## src/rtl/cfg_chain_loader.sv

```systemverilog
// Configuration chain loader: takes words over valid/ready and shifts them LSB-first
// into a daisy-chained tile column, then pulses set once CHAIN_LEN bits are in.
module cfg_chain_loader #(
    parameter int unsigned CHAIN_LEN = 128,
    parameter int unsigned WORD_W    = 32
) (
    input  logic              clk,
    input  logic              rst,
    input  logic              start,
    input  logic              abort,
    input  logic [WORD_W-1:0] cfg_data,
    input  logic              cfg_valid,
    output logic              cfg_ready,
    output logic              cen,
    output logic              shift_out,
    output logic              set_out,
    output logic              busy,
    output logic              done,
    output logic              aborted
);

    localparam int BIT_CW  = $clog2(CHAIN_LEN + 1);
    localparam int WORD_CW = $clog2(WORD_W + 1);

    typedef enum logic [2:0] {S_IDLE, S_FETCH, S_SHIFT, S_SET, S_DONE} state_t;

    state_t              state, state_n;
    logic [WORD_W-1:0]   sreg, sreg_n;
    logic [BIT_CW-1:0]   bits_left, bits_n;
    logic [WORD_CW-1:0]  word_left, word_n;
    logic                ready_n, cen_n, shift_n, set_n, done_n, aborted_n;

    // Outputs are decoded from the next state and registered, so the chain
    // sees cen/shift_out straight from flops.
    always_comb begin
        state_n   = state;
        sreg_n    = sreg;
        bits_n    = bits_left;
        word_n    = word_left;
        ready_n   = 1'b0;
        cen_n     = 1'b0;
        shift_n   = 1'b0;
        set_n     = 1'b0;
        done_n    = 1'b0;
        aborted_n = 1'b0;
        case (state)
            S_IDLE: begin
                if (start) begin
                    state_n = S_FETCH;
                    bits_n  = BIT_CW'(CHAIN_LEN);
                    ready_n = 1'b1;
                end
            end
            S_FETCH: begin
                if (abort) begin
                    state_n   = S_IDLE;
                    aborted_n = 1'b1;
                end else if (cfg_valid) begin
                    state_n = S_SHIFT;
                    sreg_n  = cfg_data;
                    if (32'(bits_left) < WORD_W)
                        word_n = WORD_CW'(bits_left);
                    else
                        word_n = WORD_CW'(WORD_W);
                    cen_n   = 1'b1;
                    shift_n = cfg_data[0];
                end else begin
                    ready_n = 1'b1;
                end
            end
            S_SHIFT: begin
                sreg_n = sreg >> 1;
                if (bits_left != '0)
                    bits_n = bits_left - BIT_CW'(1);
                if (word_left != '0)
                    word_n = word_left - WORD_CW'(1);
                if (abort) begin
                    state_n   = S_IDLE;
                    aborted_n = 1'b1;
                end else if (bits_left <= BIT_CW'(1)) begin
                    state_n = S_SET;
                    set_n   = 1'b1;
                end else if (word_left <= WORD_CW'(1)) begin
                    state_n = S_FETCH;
                    ready_n = 1'b1;
                end else begin
                    cen_n   = 1'b1;
                    shift_n = sreg_n[0];
                end
            end
            S_SET: begin
                state_n = S_DONE;
                done_n  = 1'b1;
            end
            S_DONE: begin
                state_n = S_IDLE;
            end
            default: begin
                state_n = S_IDLE;
            end
        endcase
    end

    always_ff @(posedge clk or posedge rst) begin
        if (rst) begin
            state     <= S_IDLE;
            sreg      <= '0;
            bits_left <= '0;
            word_left <= '0;
            cfg_ready <= 1'b0;
            cen       <= 1'b0;
            shift_out <= 1'b0;
            set_out   <= 1'b0;
            busy      <= 1'b0;
            done      <= 1'b0;
            aborted   <= 1'b0;
        end else begin
            state     <= state_n;
            sreg      <= sreg_n;
            bits_left <= bits_n;
            word_left <= word_n;
            cfg_ready <= ready_n;
            cen       <= cen_n;
            shift_out <= shift_n;
            set_out   <= set_n;
            busy      <= (state_n != S_IDLE);
            done      <= done_n;
            aborted   <= aborted_n;
        end
    end

endmodule

```

## config.mk

```make
export PLATFORM = sky130hd
export DESIGN_NAME = cfg_chain_loader
export DESIGN_NICKNAME = d
export VERILOG_FILES = /design/src/rtl/cfg_chain_loader.sv
export SDC_FILE = /design/constraint.sdc
export NUM_CORES = 1
export LEC_CHECK = 0
export BUFFER_PORTS_ARGS = -buffer_cell sky130_fd_sc_hd__buf_2
export CAP_MARGIN = 20
export CELL_PAD_IN_SITES_DETAIL_PLACEMENT = 0
export CELL_PAD_IN_SITES_GLOBAL_PLACEMENT = 1
export CORE_MARGIN = 5
export CORE_UTILIZATION = 46
export CTS_CLUSTER_DIAMETER = 80
export DETAILED_ROUTE_END_ITERATION = 10
export PLACE_DENSITY = 0.88
export SYNTH_ARGS = -nofsm -noshare
export SYNTH_HDL_FRONTEND = slang
export SYNTH_SLANG_ARGS = --single-unit
```

## constraint.sdc

```tcl
create_clock -name clk -period 2.9 [get_ports clk]
set_clock_uncertainty 0.05 [all_clocks]
set_input_delay 0.29 -clock clk [delete_from_list [all_inputs] [get_ports clk]]
set_output_delay 0.29 -clock clk [all_outputs]
set_load 0.02 [all_outputs]
```

# ---- Word-level counts from Yosys, hierarchy flattened
# Cells that the tools add are included.
# Widths: inputs -> output; s select.
dict set report totals {
  romBits 0
  ram_bits 0
  latch_bits 0
  inputBits 37
  mem_count 0
  out_inout_bits 7
  ff_bits 56
}
dict set report op_classes {
  addsub 2
  n_reduce_logical 10
  div_mod_pow 0
  eq_ne 8
  muxes 43
  magnitude_cmp 3
  bitwise_logic 0
  multipliers 0
  shift 0
}
# op count
set ops {}
lappend ops {{$mux 32} 2}
lappend ops {{$pmux 32 s2} 1}
lappend ops {{$mux 6} 4}
lappend ops {{$mux 1} 22}
lappend ops {{$mux 3} 6}
lappend ops {{$mux 8} 2}
lappend ops {{$pmux 8 s2} 1}
lappend ops {{$pmux 3 s4} 1}
lappend ops {{$pmux 6 s2} 1}
lappend ops {{$ne 2x2->1 const B} 5}
lappend ops {{$le 8x1->1 const B} 1}
lappend ops {{$lt 8x6->1 const B} 1}
lappend ops {{$reduce_bool 8->1} 1}
lappend ops {{$sub 8x1->8 const B} 1}
lappend ops {{$eq 3x2->1 const B} 2}
lappend ops {{$le 6x1->1 const B} 1}
lappend ops {{$reduce_and 3->1} 2}
lappend ops {{$reduce_bool 6->1} 1}
lappend ops {{$sub 6x1->6 const B} 1}
lappend ops {{$pmux 1 s2} 2}
lappend ops {{$reduce_and 4->1} 1}
lappend ops {{$reduce_bool 2->1} 2}
lappend ops {{$eq 3x1->1 const B} 1}
lappend ops {{$logic_not 3->1} 1}
lappend ops {{3 further kinds} 3}

# ---- Logic depth before layout (Yosys ltp)
dict set report depth {
  depth_word 6
  ltp_mapped 6
}

# ---- Least setup slack after synthesis
# Ideal clock, no wire load.
dict set report synth_path {
  path_kind {register to register}
  from {register state[2]}
  to {register bits_left[7]}
  setup_slack_ps 1171
  synth_period_minus_slack_ps 1729
  stages_incl_launch_ff 6
  required_ps 2718
  t_arrival_ps 1548
  setup_ps 132
  path_cell_list {dfrtp_1 -> clkbuf_2 -> nor3b_4 -> o2111ai_1 -> o21ai_0 -> or3b_1}
}
dict set report synth_between {
  elab_chain_len 3
  elab_cells_between_ends 7
}
# item line_no
set synth_rtl {}
lappend synth_rtl {{start, declared} 27} ;# state_t state, state_n;
lappend synth_rtl {{start signal, assigned} 118} ;# state <= state_n;
lappend synth_rtl {{$eq 3x2->1 or $logic_not 3->1 (tied branches)} 46} ;# case (state)
lappend synth_rtl {{$ne 2x2->1 (no source line) or $reduce_bool 2->1 (tied branches)} -}
lappend synth_rtl {{$reduce_and 3->1 (no source line)} -}
lappend synth_rtl {{end signal, assigned} 120} ;# bits_left <= bits_n;
lappend synth_rtl {{end, declared} 29} ;# logic [BIT_CW-1:0] bits_left, bits_n;
# Parallel ways exist; a longest one is shown, timed or not.
# A chain may end at the register's enable or synchronous reset.

# ---- Worst setup path in the final report
dict set report layout_path {
  from {register state[0]}
  to {register word_left[5]}
}
dict set report layout_between {
  elab_chain_len 3
  elab_cells_between_ends 8
}
# item line_no
set layout_rtl {}
lappend layout_rtl {{$eq 3x2->1 or $eq 3x1->1 (tied branches)} 46}
lappend layout_rtl {{$ne 2x2->1 (no source line) or $reduce_bool 2->1 (tied branches)} -}
lappend layout_rtl {{$reduce_and 4->1 (no source line)} -}
lappend layout_rtl {{end signal, assigned} 121} ;# word_left <= word_n;
lappend layout_rtl {{end, declared} 30} ;# logic [WORD_CW-1:0] word_left, word_n;
# Parallel ways exist; a longest one is shown, timed or not.

==> out/metrics.csv <==
metric,value,unit
DRT iter0 DRCs,136,
final hold violations,0,
required time reported for the critical path endpoint,3.05,ns
ratio of final minimum period to clock period,0.724,
post-CTS setup buffer count,0,
status,finished clean,
final wirelength,5.40,mm
max_slew headroom,0.430,
final setup margin,0.800,ns
Max rail drop VDD,260,uV
max-cap viol count,0,
drt drc,0,
number of nets in the synthesized netlist,319,
Slew @ Worst Pin,0.854,ns
number of vias per cell,5.38,
number of synthesized flops with an enable pin,0,
Die Ht,85.7,um
largest net degree at the start of global routing,38,
post-placement setup slack,0.812,ns
flip-flop cell with the highest count after synthesis,sky130_fd_sc_hd__dfrtp_1,
total placed cells including tap cells,381,
met1 usage,0.217,
buffer depth of the longest clock path,2,
hold_ws,0.136,ns
setup repair after global routing missed its margin,no,
top achievable clock speed,476,MHz
TritonCTS clock tree,yes,
final cell utilization of the core,0.542,
non-filler cells in the finished layout,390,
Post-DP Area,2900,um^2
met3 capacity usage during global routing,0.0317,
CTS sink count,55,
Fin Setup TNS,0,ns
kind of start point of the critical path,flop,
total via count after detailed routing,2098,
crit-path max FO,25,
cells after synthesis,276,
Final nets,360,
Placer Congestion,0.825,
share of the synthesized area in the top cell type,0.522,
Fillers,532,
antenna diode count,0,
"Warnings, synthesis",0,
busiest grt layer,met2,
number of antenna violations at the first check in global routing,0,
clock input transition at the sequential cells of the worst setup and hold paths,0.09,ns
htree depth,2,
root buffer cell,sky130_fd_sc_hd__clkbuf_8,
growth of design area from synthesis to finish,13.9,%
Routed WL per cell,13.8,um
first-pass GRT wire length,9.45,mm
placeable core region,5540,um^2
clock buffers created by TritonCTS,5,
synthesized area divided by synthesized cell count,9.55,um^2
CP Class,reg2reg,
HPWL reported at the end of detailed placement,3.78,mm
fraction of registers with async set or reset after synthesis,1.00,
Congestion Overflow GR,0,
number of global-route vias before repair,2065,
fraction of final layout cells sized beyond drive strength 1,0.214,
final setup violation count,0,
Netlist Area Pre-Place,2640,um^2
Die ar.,7340,um^2
Slew Limit Fails,0,
total power after layout,1.80,mW
top post-synthesis cells by area,"sky130_fd_sc_hd__dfrtp_1, sky130_fd_sc_hd__nor2_1, sky130_fd_sc_hd__o22ai_1",
path type of the worst min-delay path,in2reg,
effective utilization at floorplan,0.476,
Die X,85.7,um
static power due to leakage,1.37,nW
"final std cell area, no fill",3000,um^2
met2 usage,0.251,
power density cells,599,nW/um^2
cell taking the most area after synthesis,sky130_fd_sc_hd__dfrtp_1,
overall fraction of global-route tracks in use,0.159,
clock period minus final worst setup slack,2.10,ns
endpoint class of the critical path,flop,
insertion delay of the later-clocked pin in the worst-skew pair,0.31,ns
Post-DRT Antenna Nets,0,
number of flip-flops and latches in the synthesized netlist,55,
share of the yosys chip area belonging to registers,0.522,
total iterations of the first detailed-routing run,4,
I/O Pins,44,
Arrival @ worst endpoint,2.25,ns
number of distinct library cells after synthesis,46,
count of port buffers added during placement,43,
total number of placement rows,27,
==> layout make-up <==
cell class | instances | area, um^2 | area share
clock inverter | 2 | 17.5 | 0.00584
sequential | 55 | 1380 | 0.459
inverter | 7 | 26.3 | 0.00875
multi-input combinational | 201 | 1170 | 0.390
tap | 72 | 90.1 | 0.0300
timing repair buffer | 47 | 248 | 0.0825
clock buffer | 6 | 72.6 | 0.0242
==> cells in the final DEF, fill, tap and decap left out, types with 3 or more instances in the layout <==
cell type | netlist | final
sky130_fd_sc_hd__nor2_1 | 63 | 63
sky130_fd_sc_hd__dfrtp_1 | 55 | 55
sky130_fd_sc_hd__buf_2 | 1 | 43
sky130_fd_sc_hd__nand2_1 | 26 | 26
sky130_fd_sc_hd__o22ai_1 | 26 | 26
sky130_fd_sc_hd__o21ai_0 | 9 | 9
sky130_fd_sc_hd__a31oi_1 | 8 | 8
sky130_fd_sc_hd__inv_1 | 7 | 6
sky130_fd_sc_hd__a21oi_1 | 6 | 6
sky130_fd_sc_hd__ha_1 | 6 | 6
sky130_fd_sc_hd__nor3_1 | 5 | 5
sky130_fd_sc_hd__clkbuf_8 | 1 | 5
sky130_fd_sc_hd__nand3_1 | 4 | 4
sky130_fd_sc_hd__nor3b_1 | 4 | 4
sky130_fd_sc_hd__mux2i_1 | 4 | 4
sky130_fd_sc_hd__or4_1 | 3 | 3
sky130_fd_sc_hd__or3_4 | 3 | 3
sky130_fd_sc_hd__o2bb2ai_1 | 3 | 3
sky130_fd_sc_hd__buf_4 | 0 | 3
==> state kept, by name, summed over array words and instances, names as in the netlist <==
| signal | count |
|---|---|
| state | 3 |
| word_left | 6 |
| sreg | 31 |
| done | 1 |
| cen | 1 |
| cfg_ready | 1 |
| shift_out | 1 |
| bits_left | 8 |
| set_out | 1 |
| aborted | 1 |
| busy | 1 |
==> worst paths after layout <==
path	start	endpoint	slack (ns)	cells past startpoint
max reg2reg	state[0]	word_left[5]	0.80	4
max in group asynchronous	rst	word_left[2]	1.56	4
min reg2reg	sreg[3]	sreg[3]	0.46	2
min	cfg_data[0]	shift_out	0.14	3
min in group asynchronous	rst	sreg[11]	0.44	3
max	state[0]	word_left[5]	0.80	4
==> kinds of logic after synthesis <==
logic type,share of synthesized area
simple gates,0.230
compound gates,0.164
flops,0.522
buf+inv,0.0332
fa+ha+maj,0.0285
mux,0.0152
xor+xnor,0.00665
==> worst max-delay path, stage by stage, from the launching register on <==
cell                        delay [ns]
sky130_fd_sc_hd__dfrtp_1          0.50
sky130_fd_sc_hd__or3b_1           0.75
sky130_fd_sc_hd__nor4_1           0.44
sky130_fd_sc_hd__a21oi_1          0.12
sky130_fd_sc_hd__a2bb2oi_1        0.14
==> metal layers <==
metal	vias up	share of wire
met4	0	0.015
met3	9	0.046
met5	-	0
met2	45	0.48
met1	991	0.46
li1	1053	-
==> what timing repair did <==
item,4_1_cts,5_1_grt
hold buffers,1,0
hold endpoints to repair,18,0
gates resized for setup,0,0
==> report_power, final <==
group / internal [mW] / switching (mW) / total [mW]
sequential: 0.939 / 0.0992 / 1.04
combinational: 0.146 / 0.189 / 0.335
clock: 0.174 / 0.250 / 0.423
total: 1.26 / 0.538 / 1.80
==> Yosys cell counts, types with 2 or more instances <==
cell type / count
sky130_fd_sc_hd__a21oi_1: 6
sky130_fd_sc_hd__o21ai_0: 9
sky130_fd_sc_hd__and2b_2: 2
sky130_fd_sc_hd__o31ai_1: 2
sky130_fd_sc_hd__buf_1: 5
sky130_fd_sc_hd__nor3b_1: 4
sky130_fd_sc_hd__or4_1: 3
sky130_fd_sc_hd__clkbuf_1: 5
sky130_fd_sc_hd__and2_1: 2
sky130_fd_sc_hd__nand3_1: 4
sky130_fd_sc_hd__o22ai_1: 26
sky130_fd_sc_hd__mux2i_1: 4
sky130_fd_sc_hd__a21o_1: 2
sky130_fd_sc_hd__nand2_1: 26
sky130_fd_sc_hd__o2bb2ai_1: 3
sky130_fd_sc_hd__a31oi_1: 8
sky130_fd_sc_hd__nor3_1: 5
sky130_fd_sc_hd__or3b_1: 2
sky130_fd_sc_hd__nor4_1: 2
sky130_fd_sc_hd__dfrtp_1: 55
sky130_fd_sc_hd__nor2_1: 63
sky130_fd_sc_hd__inv_1: 7
sky130_fd_sc_hd__or3_4: 3
sky130_fd_sc_hd__ha_1: 6
No activity file was read; power rests on OpenSTA's default activity.
